### config.mk
export PLATFORM = sky130hd
export DESIGN_NAME = pif_regctl
export DESIGN_NICKNAME = d
export VERILOG_FILES = /design/src/rtl/pif_regctl.sv
export SDC_FILE = /design/constraint.sdc
export NUM_CORES = 1
export LEC_CHECK = 0
export ABC_AREA = 1
export BUFFER_PORTS_ARGS = -buffer_cell sky130_fd_sc_hd__buf_2
export CORE_MARGIN = 2
export CORE_UTILIZATION = 42
export CTS_BUF_LIST = sky130_fd_sc_hd__clkbuf_2 sky130_fd_sc_hd__clkbuf_4 sky130_fd_sc_hd__clkbuf_8
export DETAILED_ROUTE_END_ITERATION = 7
export GPL_TIMING_DRIVEN = 0
export PLACE_DENSITY = 0.74
export REMOVE_ABC_BUFFERS = 1
export SYNTH_ARGS = -nofsm -noshare
export SYNTH_HDL_FRONTEND = slang
export SYNTH_SLANG_ARGS = --single-unit
### constraint.sdc
create_clock -name clk -period 4.1 [get_ports clk]
set_input_delay 0.82 -clock clk [delete_from_list [all_inputs] [get_ports clk]]
set_output_delay 0.82 -clock clk [all_outputs]
set_load 0.05 [all_outputs]
### src/rtl/pif_regctl.sv
// ---------------------------------------------------------------------------
// pif_regctl
//
// Register-bus controller between the I2C slave byte interface and the
// flasher's control register file. Each received byte carries a 2-bit tag
// in [7:6] and a 6-bit payload in [5:0]:
//   A_ADDR (2'b01) : load the register pointer with the payload
//   D_ADDR (2'b10) : write the payload to the register at the pointer
//   other tags     : illegal, raise the sticky error flag
// Read-back requests (tx_req) share the single register port with writes.
// When a byte and a read request are both eligible, the byte goes first.
// Events that arrive while the FSM is busy wait in one-deep pending slots.
// A second event into a full slot is dropped and raises err.
//
// Compile-time option:
//   REGCTL_AUTOINC_EN - when defined, the pointer advances (with wrap at
//                       NREGS-1) after every completed write and read.
//
// Ports:
//   clk, rst              system clock, asynchronous active-high reset
//   rx_valid, rx_data     received byte strobe and byte
//   rx_start              START / repeated START seen by the slave
//   tx_req                slave wants the next read byte
//   tx_data, tx_valid     read byte {2'b00, reg_rdata} and its strobe
//   reg_wr, reg_ack       write request (held until ack) and acceptance
//   reg_rd                one-cycle read strobe
//   reg_addr, reg_wdata   register address and write data
//   reg_rdata             read data, valid the cycle after reg_rd
//   busy                  FSM is not idle
//   err                   sticky error flag, cleared only by rst
// ---------------------------------------------------------------------------
module pif_regctl #(
  parameter int NREGS = 8
) (
  input  logic       clk,
  input  logic       rst,
  input  logic       rx_valid,
  input  logic [7:0] rx_data,
  input  logic       rx_start,
  input  logic       tx_req,
  output logic [7:0] tx_data,
  output logic       tx_valid,
  output logic       reg_wr,
  output logic       reg_rd,
  output logic [5:0] reg_addr,
  output logic [5:0] reg_wdata,
  input  logic [5:0] reg_rdata,
  input  logic       reg_ack,
  output logic       busy,
  output logic       err
);

  // Tag values shared with the I2C slave.
  localparam logic [1:0] A_ADDR  = 2'b01;
  localparam logic [1:0] D_ADDR  = 2'b10;
  localparam logic [6:0] NREGS_W = 7'(NREGS);

  typedef enum logic [1:0] {
    IDLE  = 2'd0,
    WR    = 2'd1,
    RD    = 2'd2,
    RDCAP = 2'd3
  } state_t;

  state_t     state, state_n;
  logic [5:0] ptr, ptr_n, ptr_adv;
  logic       rx_pend, rx_pend_n;
  logic [7:0] rx_buf, rx_buf_n;
  logic       tx_pend, tx_pend_n;
  logic       tx_pend_vis;
  logic       err_n;
  logic [5:0] reg_addr_n, reg_wdata_n;
  logic [7:0] tx_data_n;
  logic       tx_valid_n;
  logic       rx_avail;
  logic [7:0] rx_byte;

  // Pointer value used after a completed write or read.
`ifdef REGCTL_AUTOINC_EN
  localparam logic [5:0] LAST_REG = 6'(NREGS - 1);
  assign ptr_adv = (ptr == LAST_REG) ? 6'd0 : ptr + 6'd1;
`else
  assign ptr_adv = ptr;
`endif

  // A START cancels any read request still waiting, including one that
  // would otherwise be served in this very cycle.
  assign tx_pend_vis = tx_pend & ~rx_start;

  // A pending byte is older than a live one, so it is served first.
  assign rx_avail = rx_pend | rx_valid;
  assign rx_byte  = rx_pend ? rx_buf : rx_data;

  assign reg_wr = (state == WR);
  assign reg_rd = (state == RD);
  assign busy   = (state != IDLE);

  always_ff @(posedge clk or posedge rst) begin
    if (rst) begin
      state <= IDLE;
    end else begin
      state <= state_n;
    end
  end

  always_ff @(posedge clk or posedge rst) begin
    if (rst) begin
      ptr       <= 6'd0;
      rx_pend   <= 1'b0;
      rx_buf    <= 8'd0;
      tx_pend   <= 1'b0;
      err       <= 1'b0;
      reg_addr  <= 6'd0;
      reg_wdata <= 6'd0;
      tx_data   <= 8'd0;
      tx_valid  <= 1'b0;
    end else begin
      ptr       <= ptr_n;
      rx_pend   <= rx_pend_n;
      rx_buf    <= rx_buf_n;
      tx_pend   <= tx_pend_n;
      err       <= err_n;
      reg_addr  <= reg_addr_n;
      reg_wdata <= reg_wdata_n;
      tx_data   <= tx_data_n;
      tx_valid  <= tx_valid_n;
    end
  end

  always_comb begin
    state_n     = state;
    ptr_n       = ptr;
    rx_pend_n   = rx_pend;
    rx_buf_n    = rx_buf;
    tx_pend_n   = tx_pend_vis;
    err_n       = err;
    reg_addr_n  = reg_addr;
    reg_wdata_n = reg_wdata;
    tx_data_n   = tx_data;
    tx_valid_n  = 1'b0;

    unique case (state)
      IDLE: begin
        if (rx_avail) begin
          // When the pending byte is served and a new one arrives in the
          // same cycle, the new byte simply takes over the slot.
          if (rx_pend && rx_valid) begin
            rx_pend_n = 1'b1;
            rx_buf_n  = rx_data;
          end else begin
            rx_pend_n = 1'b0;
          end

          unique case (rx_byte[7:6])
            A_ADDR: begin
              if ({1'b0, rx_byte[5:0]} < NREGS_W) begin
                ptr_n = rx_byte[5:0];
              end else begin
                err_n = 1'b1;
              end
            end
            D_ADDR: begin
              reg_wdata_n = rx_byte[5:0];
              reg_addr_n  = ptr;
              state_n     = WR;
            end
            default: begin
              err_n = 1'b1;
            end
          endcase

          // The byte wins arbitration; a live read request waits.
          if (tx_req) begin
            if (tx_pend_vis) begin
              err_n = 1'b1;
            end else begin
              tx_pend_n = 1'b1;
            end
          end
        end else if (tx_pend_vis || tx_req) begin
          reg_addr_n = ptr;
          state_n    = RD;
          tx_pend_n  = tx_pend_vis & tx_req;
        end
      end

      WR: begin
        if (reg_ack) begin
          ptr_n   = ptr_adv;
          state_n = IDLE;
        end
      end

      RD: begin
        state_n = RDCAP;
      end

      RDCAP: begin
        tx_data_n  = {2'b00, reg_rdata};
        tx_valid_n = 1'b1;
        ptr_n      = ptr_adv;
        state_n    = IDLE;
      end

      default: begin
        state_n = IDLE;
      end
    endcase

    // While busy, new events are parked in their slots or dropped.
    if (state != IDLE) begin
      if (rx_valid) begin
        if (rx_pend) begin
          err_n = 1'b1;
        end else begin
          rx_pend_n = 1'b1;
          rx_buf_n  = rx_data;
        end
      end
      if (tx_req) begin
        if (tx_pend_vis) begin
          err_n = 1'b1;
        end else begin
          tx_pend_n = 1'b1;
        end
      end
    end
  end

endmodule

==> impl_metrics.csv, run 1 <==
group,metric,value,unit
critical_path,reg2reg_to,"reg_addr[3]",
yosys,syn_area_per_cell,8.86,sq um
sta,setup_tns,0,ns
sta,slew-limit-headroom,47.9,%
routing,drt-total-wl,3.08,mm
sta,worstMarginPinSlew,0.780,ns
yosys,synthMuxAreaShare,0,%
finish,nNetsFinal,264,
finish,final_cells,293,
critical_path,startpoint_type,"register",
finish,final_common_cell,"nand2_1",
clock_tree,cts.sink_count,38,
min_path,holdCritStartpoint,"reg_wdata[5]",
floorplan,die-area,4690,sq um
min_path,hold_end,"reg_wdata[5]",
yosys,synth-edff-count,0,
power_and_ir_drop,power.density,919,nW/um^2
routing,drtIter0Drc,35,
critical_path,worst_ep_required_time,3.28,ns
finish,seq_area,951,sq um
sta,post-route-period-util,51.7,%
power_and_ir_drop,vdd_drop_max,351,uV
critical_path,critPathKind,"register to output port",
clock_tree,cts_buffers,5,
sta,hold_violations,0,
routing,drt.antenna.violating_nets,0,
sta,rsz0062_at_grt,"no",
placement,gp_congestion,0.779,
grt,antenna_found_initial,0,
outcome,outcome,"finished clean",
placement,dp_hpwl,2.23,mm
critical_path,r2r_cells,7,
sta,fmaxAchievable,472,MHz
min_path,hold_depth,2,
grt,grt_pass1_wl,5.07,mm
sta,setup_slack,1.98,ns
floorplan,ios,45,
placement,dp_cells,285,
finish,fin_util,51.9,%
yosys,synth-async-reset-ratio,100,%
grt,grt_max_degree,39,
placement,place_ws,1.89,ns
yosys,synth_compound_area_share,12.3,%
yosys,yosys.area_share.simple,23.0,%
finish,drive_gt1_share,28.0,%
yosys,yosysSeqAreaShare,54.5,%
yosys,synth_xor_area_share,0,%
run,drv_cap,0,
floorplan,fp.dieW,68.5,microns
floorplan,core,4000,sq um
routing,vias,1336,
critical_path,critical_path_arrival,1.30,ns
sta,period_needed,2.12,ns
yosys,netlist_instances,197,
grt,overflow,0,
grt,first_global_vias,1191,
yosys,synth_cell_types,25,
yosys,synth_top_family_by_area,"simple AND/OR/NAND/NOR gates",
routing,firstDrtPassIters,4,
clock_tree,cts_tree,"yes",
critical_path,end_kind,"output port",
critical_path,reg2reg_from,"rx_pend",
finish,multi_input_area,649,sq um
yosys,synth_adder_area_share,1.43,%
placement,dpl-instance-area,1980,sq um
finish,fillerInstances,390,
floorplan,rows,23,
yosys,ys_ff_latch,38,
min_path,hold_class,"register to register",
sta,slew_violations,0,
yosys,syn_area,1750,sq um
floorplan,die_y,68.5,microns
grt,grt_util_all_layers,15.0,%
clock_tree,cts.repair.resized,0,
clock_tree,post_cts_buffers,0,
finish,area_delta_synth_final,18.9,%
sta,finClkSkew,0.00496,ns
clock_tree,cts-root-buf,"clkbuf_8",
sta,setup_violations,0,
finish,antenna_cells,0,
critical_path,crit_path_max_fanout,10,
placement,place.port_buffers,42,
yosys,ys_warn_count,0,
clock_tree,htree_num_levels,2,
yosys,synth_flop_cell,"dfrtp_1",
clock_tree,clk_path_buf_depth,2,
power_and_ir_drop,leakage,1.14,nW
floorplan,initial_core_util,43.6,%
routing,wire_per_inst,10.5,microns
finish,final_area,2070,sq um
routing,drc,0,
finish,layout_common_cells,"70 x nand2_1, 42 x buf_2, 38 x dfrtp_1",
clock_tree,clk_pin_slew,0.08,ns
routing,vias_per_cell,4.56,
clock_tree,clock_latency,0.29,ns
critical_path,reg2reg_slack,2.14,ns
clock_tree,ctsHoldBuffers,0,
## flip-flops by register name, indices dropped and copies added (netlist names), 2 cells and up
| signal | cells |
|---|---|
| state | 2 |
| ptr | 6 |
| reg_addr | 6 |
| tx_data | 6 |
| rx_buf | 8 |
| reg_wdata | 6 |
## worst max path at each step
stage / from / endpoint / slack (ns) / cells past startpoint
floorplan: state[1] / reg_rd / 2.16 / 2
global placement: rx_data[7] / reg_addr[4] / 1.88 / 9
detailed placement: rx_data[7] / reg_addr[4] / 1.89 / 9
CTS: state[1] / busy / 1.97 / 3
global route: state[1] / busy / 1.94 / 3
finish: state[1] / busy / 1.98 / 3
## critical path: stages (launching register included)
cell,delay [ns]
dfrtp_1,0.42
nor2_4,0.24
inv_4,0.11
buf_2,0.23
## report_power, final
group | internal [W] | switching, W | total, W
Clock | 0.000135 | 0.000132 | 0.000267
Sequential | 0.000548 | 0.000103 | 0.000651
Combinational | 0.000256 | 0.000732 | 0.000988
Total | 0.000939 | 0.000967 | 0.00191
## Yosys cell counts, drive strengths merged, types with 2 or more instances
cell	n	share of area, %
nand2	70	15
dfrtp	38	54
inv	27	6.1
o21ai	27	9.2
nor2	14	5.8
a21oi	5	1.4
buf	5	2.4
ha	2	1.4
nand3	2	0.57
o21a	2	0.86
## per-stage QoR
stage / total power [W] / hold WS, ns
after CTS: 0.00193 / 0.472
after global placement: 0.00163 / 0.456
after detailed placement: 0.00165 / 0.453
after global routing: 0.00206 / 0.499
final: 0.00191 / 0.467
after floorplan: 0.00144 / 0.448
## cell families after synthesis
family	count (synthesis)
AOI/OAI and AO/OA	36
adders and majority gates	2
buffers and inverters	32
DFF	38
other	1
and+or+nand+nor	88
## routing by layer
layer  vias to the layer above  GRT usage (%)  wire length, microns
met4                         0           9.00                    75
met1                       604           18.4                  1430
met2                        28           23.4                  1420
met5                         -              0                     0
li1                        697              -                     -
met3                         7           4.28                   158
## area by class of cell
cell class	count	share of cell area, %
clock buffer	6	3.98
tap	50	3.02
sequential	38	45.8
timing repair buffer	42	10.1
clock inverter	2	0.603
multi-input combinational	128	31.3
inverter	27	5.13
No activity file was read; power rests on OpenSTA's default activity.
==> run 2: changes to the inputs <==
==> constraint.sdc (replaced) <==
create_clock -name clk -period 2 [get_ports clk]
set_input_delay 0.4 -clock clk [delete_from_list [all_inputs] [get_ports clk]]
set_output_delay 0.4 -clock clk [all_outputs]
set_load 0.05 [all_outputs]
==> run 2 against run 1 <==
Against the previous run: via count increased by 0.67%; core utilization increased by 0.094 points; die area unchanged; clock skew about the same; clock-buffer cell count unchanged; non-clock buffer count unchanged; clock power increased by 100%; power increased by 110%; global-route usage about the same; routed wire length decreased by 0.65%; flip-flop and latch count unchanged; final cell count unchanged; largest cell class unchanged; largest power group unchanged.
==> impl_metrics.csv, run 2 (synthesis results as in run 1) <==
group,metric,value,unit
floorplan,fp.dieW,68.5,microns
finish,area_delta_synth_final,19.1,%
finish,nNetsFinal,264,
routing,vias,1345,
critical_path,crit_path_max_fanout,12,
grt,grt_util_all_layers,15.0,%
floorplan,rows,23,
finish,drive_gt1_share,28.4,%
power_and_ir_drop,pwr-share-comb,51.9,%
sta,hold_violations,0,
clock_tree,cts.sink_count,38,
power_and_ir_drop,seqPwrFrac,34.1,%
sta,slew-limit-headroom,48.0,%
critical_path,startpoint_type,"register",
finish,antenna_cells,0,
power_and_ir_drop,power.share.clock,13.9,%
critical_path,critPathKind,"register to register",
power_and_ir_drop,leakage,1.14,nW
grt,grt_max_degree,39,
clock_tree,cts_buffers,5,
critical_path,r2r_cells,7,
grt,grt_pass1_wl,5.06,mm
power_and_ir_drop,power.density,1880,nW/um^2
critical_path,reg2reg_to,"reg_addr[3]",
floorplan,core,4000,sq um
routing,vias_per_cell,4.59,
critical_path,reg2reg_slack,0.19,ns
clock_tree,htree_num_levels,2,
grt,overflow,0,
power_and_ir_drop,vdd_drop_max,720,uV
power_and_ir_drop,p_sw,0.00198,W
clock_tree,cts_tree,"yes",
sta,worstMarginPinSlew,0.779,ns
power_and_ir_drop,power.internal,0.00193,W
routing,drtIter0Drc,39,
sta,period_needed,1.81,ns
critical_path,slowest_delay,0.64,ns
sta,rsz0062_at_grt,"no",
routing,drc,0,
placement,place.port_buffers,42,
critical_path,path_buf_inv,1,
sta,post-route-period-util,90.5,%
finish,top_register,"rx_buf",
critical_path,crit_chain,"o21a_1, inv_1, ha_1, o21ai_2, nor2_2, nand2_1, nand2_1",
critical_path,end_kind,"register",
floorplan,die_y,68.5,microns
finish,fillerInstances,388,
routing,drt.antenna.violating_nets,0,
grt,antenna_found_initial,0,
routing,wire_per_inst,10.5,microns
min_path,hold_class,"input port to async pin",
power_and_ir_drop,swShare,50.7,%
critical_path,worst_ep_required_time,2.18,ns
clock_tree,ctsHoldBuffers,0,
critical_path,path_delay_family,"flip-flops",
grt,first_global_vias,1188,
sta,setup_violations,0,
clock_tree,cts-root-buf,"clkbuf_8",
finish,final_area,2080,sq um
critical_path,cpMaxStageDelayCell,"dfrtp_1",
floorplan,die-area,4690,sq um
sta,fmaxAchievable,553,MHz
clock_tree,clk_pin_slew,0.07,ns
sta,setup_tns,0,ns
run,drv_cap,0,
critical_path,critical_path_arrival,1.99,ns
placement,dpl-instance-area,1980,sq um
finish,layout_common_cells,"70 x nand2_1, 42 x buf_2, 38 x dfrtp_1",
outcome,outcome,"finished clean",
placement,dp_hpwl,2.23,mm
critical_path,reg2reg_from,"rx_pend",
sta,finClkSkew,0.00471,ns
critical_path,setup.worst_path.end,"reg_addr[3]",
clock_tree,clk_path_buf_depth,2,
placement,gp_congestion,0.779,
critical_path,cp_num_cells,7,
routing,drt-total-wl,3.06,mm
routing,firstDrtPassIters,4,
critical_path,startpoint,"rx_pend",
finish,largest_reg_flops,8,
floorplan,ios,45,
critical_path,cpMostUsedCell,"nand2_1",
sta,slew_violations,0,
floorplan,initial_core_util,43.6,%
clock_tree,clock_latency,0.29,ns
finish,final_common_cell,"nand2_1",
==> run 2: cell types whose count changed in the layout (fill, tap and decap cells not counted) <==
cell,change
o21ai_2,+1
o21ai_1,-1
==> run 2: worst register-to-register path, cell delays in order, from the launching register on <==
cell and delay [ns]:
dfrtp_1 0.64, o21a_1 0.22, inv_1 0.05, ha_1 0.23, o21ai_2 0.31, nor2_2 0.12, nand2_1 0.08, nand2_1 0.05
==> run 2: how the worst min path moves through the flow <==
stage / endpoint / cells past startpoint
2_1_floorplan: rx_buf[0] / 2
3_3_place_gp: reg_wdata[5] / 2
3_5_place_dp: reg_wdata[5] / 2
4_1_cts: reg_addr[4] / 2
5_1_grt: tx_data[0] / 3
6_report: reg_addr[4] / 2
==> run 2: stage by stage <==
| stage | util (%) | setup WS (ns) | instances | power, W | hold WS, ns |
|---|---|---|---|---|---|
| finish | 52.0 | 0.191 | 293 | 0.00391 | 0.249 |
| global route | 52.0 | 0.0406 | 293 | 0.00422 | 0.307 |
| CTS | 52.0 | 0.152 | 293 | 0.00397 | 0.277 |
| detailed placement | 49.5 | 0.0600 | 285 | 0.00339 | 0.453 |
| global placement | 49.5 | 0.0545 | 285 | 0.00335 | 0.456 |
| floorplan | - | 0.371 | 193 | 0.00295 | 0.448 |
==> run 2: final cells by class <==
type / instances / area [sq um] / area share, %
multi-input cells: 128 / 653 / 31.4
flip-flops and latches: 38 / 951 / 45.8
inverters: 27 / 106 / 5.12
clock inverters: 2 / 12.5 / 0.602
clock buffers: 6 / 82.6 / 3.97
repair buffers: 42 / 210 / 10.1
well taps: 50 / 62.6 / 3.01
==> run 2: power by group through the flow <==
stage          registers (W)  logic, W  clock network, W
5_1_grt              0.00138   0.00224          0.000593
6_report             0.00134   0.00203          0.000544
3_5_place_dp         0.00135   0.00204                 0
2_1_floorplan        0.00194   0.00102                 0
4_1_cts              0.00134   0.00206          0.000567
3_3_place_gp         0.00134   0.00201                 0
==> run 2: metal layers <==
metal	global-route usage (%)	vias to the layer above	routed length (microns)
met5	0	-	0
met3	4.28	7	162
li1	-	699	-
met2	23.4	32	1440
met4	9.00	0	72
met1	18.3	607	1380
==> run 2: repair_timing <==
action | in CTS | in global routing
setup buffers | 0 | 0
resized for setup | 1 | 0
setup endpoints to repair | 5 | 0
==> run 3: changes to the inputs <==
==> constraint.sdc (replaced) <==
create_clock -name clk -period 1.77 [get_ports clk]
set_input_delay 0.354 -clock clk [delete_from_list [all_inputs] [get_ports clk]]
set_output_delay 0.354 -clock clk [all_outputs]
set_load 0.05 [all_outputs]
==> run 3 against run 2 <==
Against the previous run: non-clock buffer count did not move; critical path depth down 4; sequential share of layout area down 0.19 points; clock power up 14%; worst hold slack worse by 0.046 ns; power is 14% higher; final area is 0.54% higher; combinational power up 14%; sequential power up 13%; global-route usage hardly changed; die area unchanged; critical path type is now register to output port; critical endpoint is now busy; highest routed layer unchanged.
==> impl_metrics.csv, run 3 (synthesis results as in run 1) <==
group,metric,value,unit
sta,slew-limit-headroom,47.8,%
clock_tree,cts.sink_count,38,
critical_path,slowest_delay,0.42,ns
sta,worstMarginPinSlew,0.781,ns
routing,vias,1341,
floorplan,core,4000,sq um
sta,finClkSkew,0.00502,ns
critical_path,critPathKind,"register to output port",
clock_tree,ctsHoldBuffers,0,
outcome,outcome,"finished clean",
routing,drtIter0Drc,48,
sta,setup_violations,0,
critical_path,reg2reg_to,"reg_wdata[2]",
sta,fmaxAchievable,604,MHz
sta,period_needed,1.65,ns
critical_path,startpoint_type,"register",
clock_tree,cts_buffers,5,
placement,place_ws,-0.170,ns
placement,place.port_buffers,42,
critical_path,path_delay_family,"flip-flops",
clock_tree,clk_pin_slew,0.07,ns
critical_path,crit_path_max_fanout,10,
power_and_ir_drop,vdd_drop_max,815,uV
grt,antenna_found_initial,0,
critical_path,reg2reg_slack,0.15,ns
floorplan,rows,23,
placement,dpl-instance-area,1980,sq um
clock_tree,clock_latency,0.29,ns
floorplan,die_y,68.5,microns
clock_tree,post_cts_buffers,0,
clock_tree,clk_path_buf_depth,2,
placement,dp_cells,285,
floorplan,initial_core_util,43.6,%
floorplan,ios,45,
grt,grt_util_all_layers,15.0,%
critical_path,worst_ep_required_time,1.42,ns
critical_path,reg2reg_from,"rx_pend",
critical_path,cpMaxStageDelayCell,"dfrtp_1",
finish,largest_reg_flops,8,
finish,layout_common_cells,"70 x nand2_1, 42 x buf_2, 37 x dfrtp_1",
power_and_ir_drop,power.density,2130,nW/um^2
finish,nNetsFinal,264,
routing,firstDrtPassIters,4,
clock_tree,htree_num_levels,2,
grt,first_global_vias,1190,
grt,overflow,0,
run,drv_cap,0,
clock_tree,cts_tree,"yes",
routing,drt.antenna.violating_nets,0,
placement,dp_hpwl,2.23,mm
grt,grt_max_degree,39,
finish,drive_gt1_share,29.2,%
sta,post-route-period-util,93.5,%
routing,drc,0,
sta,setup_slack,0.116,ns
critical_path,critical_path_arrival,1.30,ns
clock_tree,cts-root-buf,"clkbuf_8",
sta,slew_violations,0,
finish,final_cells,293,
sta,rsz0062_at_grt,"no",
finish,antenna_cells,0,
sta,setup_tns,0,ns
finish,final_area,2090,sq um
finish,top_register,"rx_buf",
power_and_ir_drop,leakage,1.14,nW
routing,vias_per_cell,4.58,
critical_path,path_buf_inv,2,
floorplan,die-area,4690,sq um
sta,hold_violations,0,
critical_path,end_kind,"output port",
finish,final_common_cell,"nand2_1",
min_path,hold_class,"input port to async pin",
clock_tree,cts.repair.resized,2,
grt,grt_pass1_wl,5.06,mm
finish,fillerInstances,385,
critical_path,r2r_cells,8,
finish,area_delta_synth_final,19.7,%
critical_path,crit_chain,"nor2_4, inv_4, buf_2",
routing,wire_per_inst,10.6,microns
floorplan,fp.dieW,68.5,microns
placement,gp_congestion,0.779,
routing,drt-total-wl,3.12,mm
==> run 3: cell counts in the layout (fill, tap and decap cells not counted) <==
No cell type changed its count.
==> run 3: through the flow <==
stage	power, W	utilization, %	hold slack (ns)
detailed placement	0.00383	49.5	0.453
finish	0.00445	52.2	0.203
floorplan	0.00334	-	0.448
global route	0.00480	52.2	0.261
CTS	0.00448	52.0	0.231
global placement	0.00378	49.5	0.456
==> run 3: where the power goes <==
part,leakage [nW],internal (W),switching [W],total (W)
Sequential,0.466,0.00127,0.000239,0.00151
Clock,0.0472,0.000313,0.000308,0.000621
Combinational,0.629,0.000611,0.00171,0.00232
==> run 3: routing by layer <==
| metal | global-route usage [%] | wire length [microns] | vias to the layer above |
|---|---|---|---|
| li1 | - | - | 697 |
| met1 | 18.2 | 1440 | 608 |
| met2 | 23.4 | 1450 | 29 |
| met3 | 4.28 | 159 | 7 |
| met4 | 9.00 | 69 | 0 |
| met5 | 0 | 0 | - |
==> run 3: how the worst max path moves through the flow <==
stage | cells past startpoint | slack (ns) | endpoint | startpoint
4_1_cts | 8 | 0.04 | reg_addr[4] | rx_pend
5_1_grt | 9 | 0.03 | reg_wdata[2] | rx_pend
3_3_place_gp | 7 | -0.18 | reg_addr[4] | rx_pend
2_1_floorplan | 7 | 0.14 | reg_addr[0] | rx_pend
3_5_place_dp | 7 | -0.17 | reg_addr[4] | rx_pend
6_report | 3 | 0.12 | busy | state[1]
==> run 3: final cells by class <==
class	instances	area, sq um	share of cell area [%]
clock inverter	2	12.5	0.599
timing repair buffer	42	210	10.1
clock buffer	6	82.6	3.95
sequential	38	952	45.6
multi-input combinational	128	663	31.7
inverter	27	106	5.09
tap	50	62.6	2.99
==> run 3: worst register-to-register path, delay by kind of cell, from the launching register on <==
kind / cells / cell delay, ns
AOI/OAI and AO/OA: 2 / 0.29
DFF: 1 / 0.51
adders and majority gates: 1 / 0.23
buffers and inverters: 3 / 0.26
and+or+nand+nor: 2 / 0.22
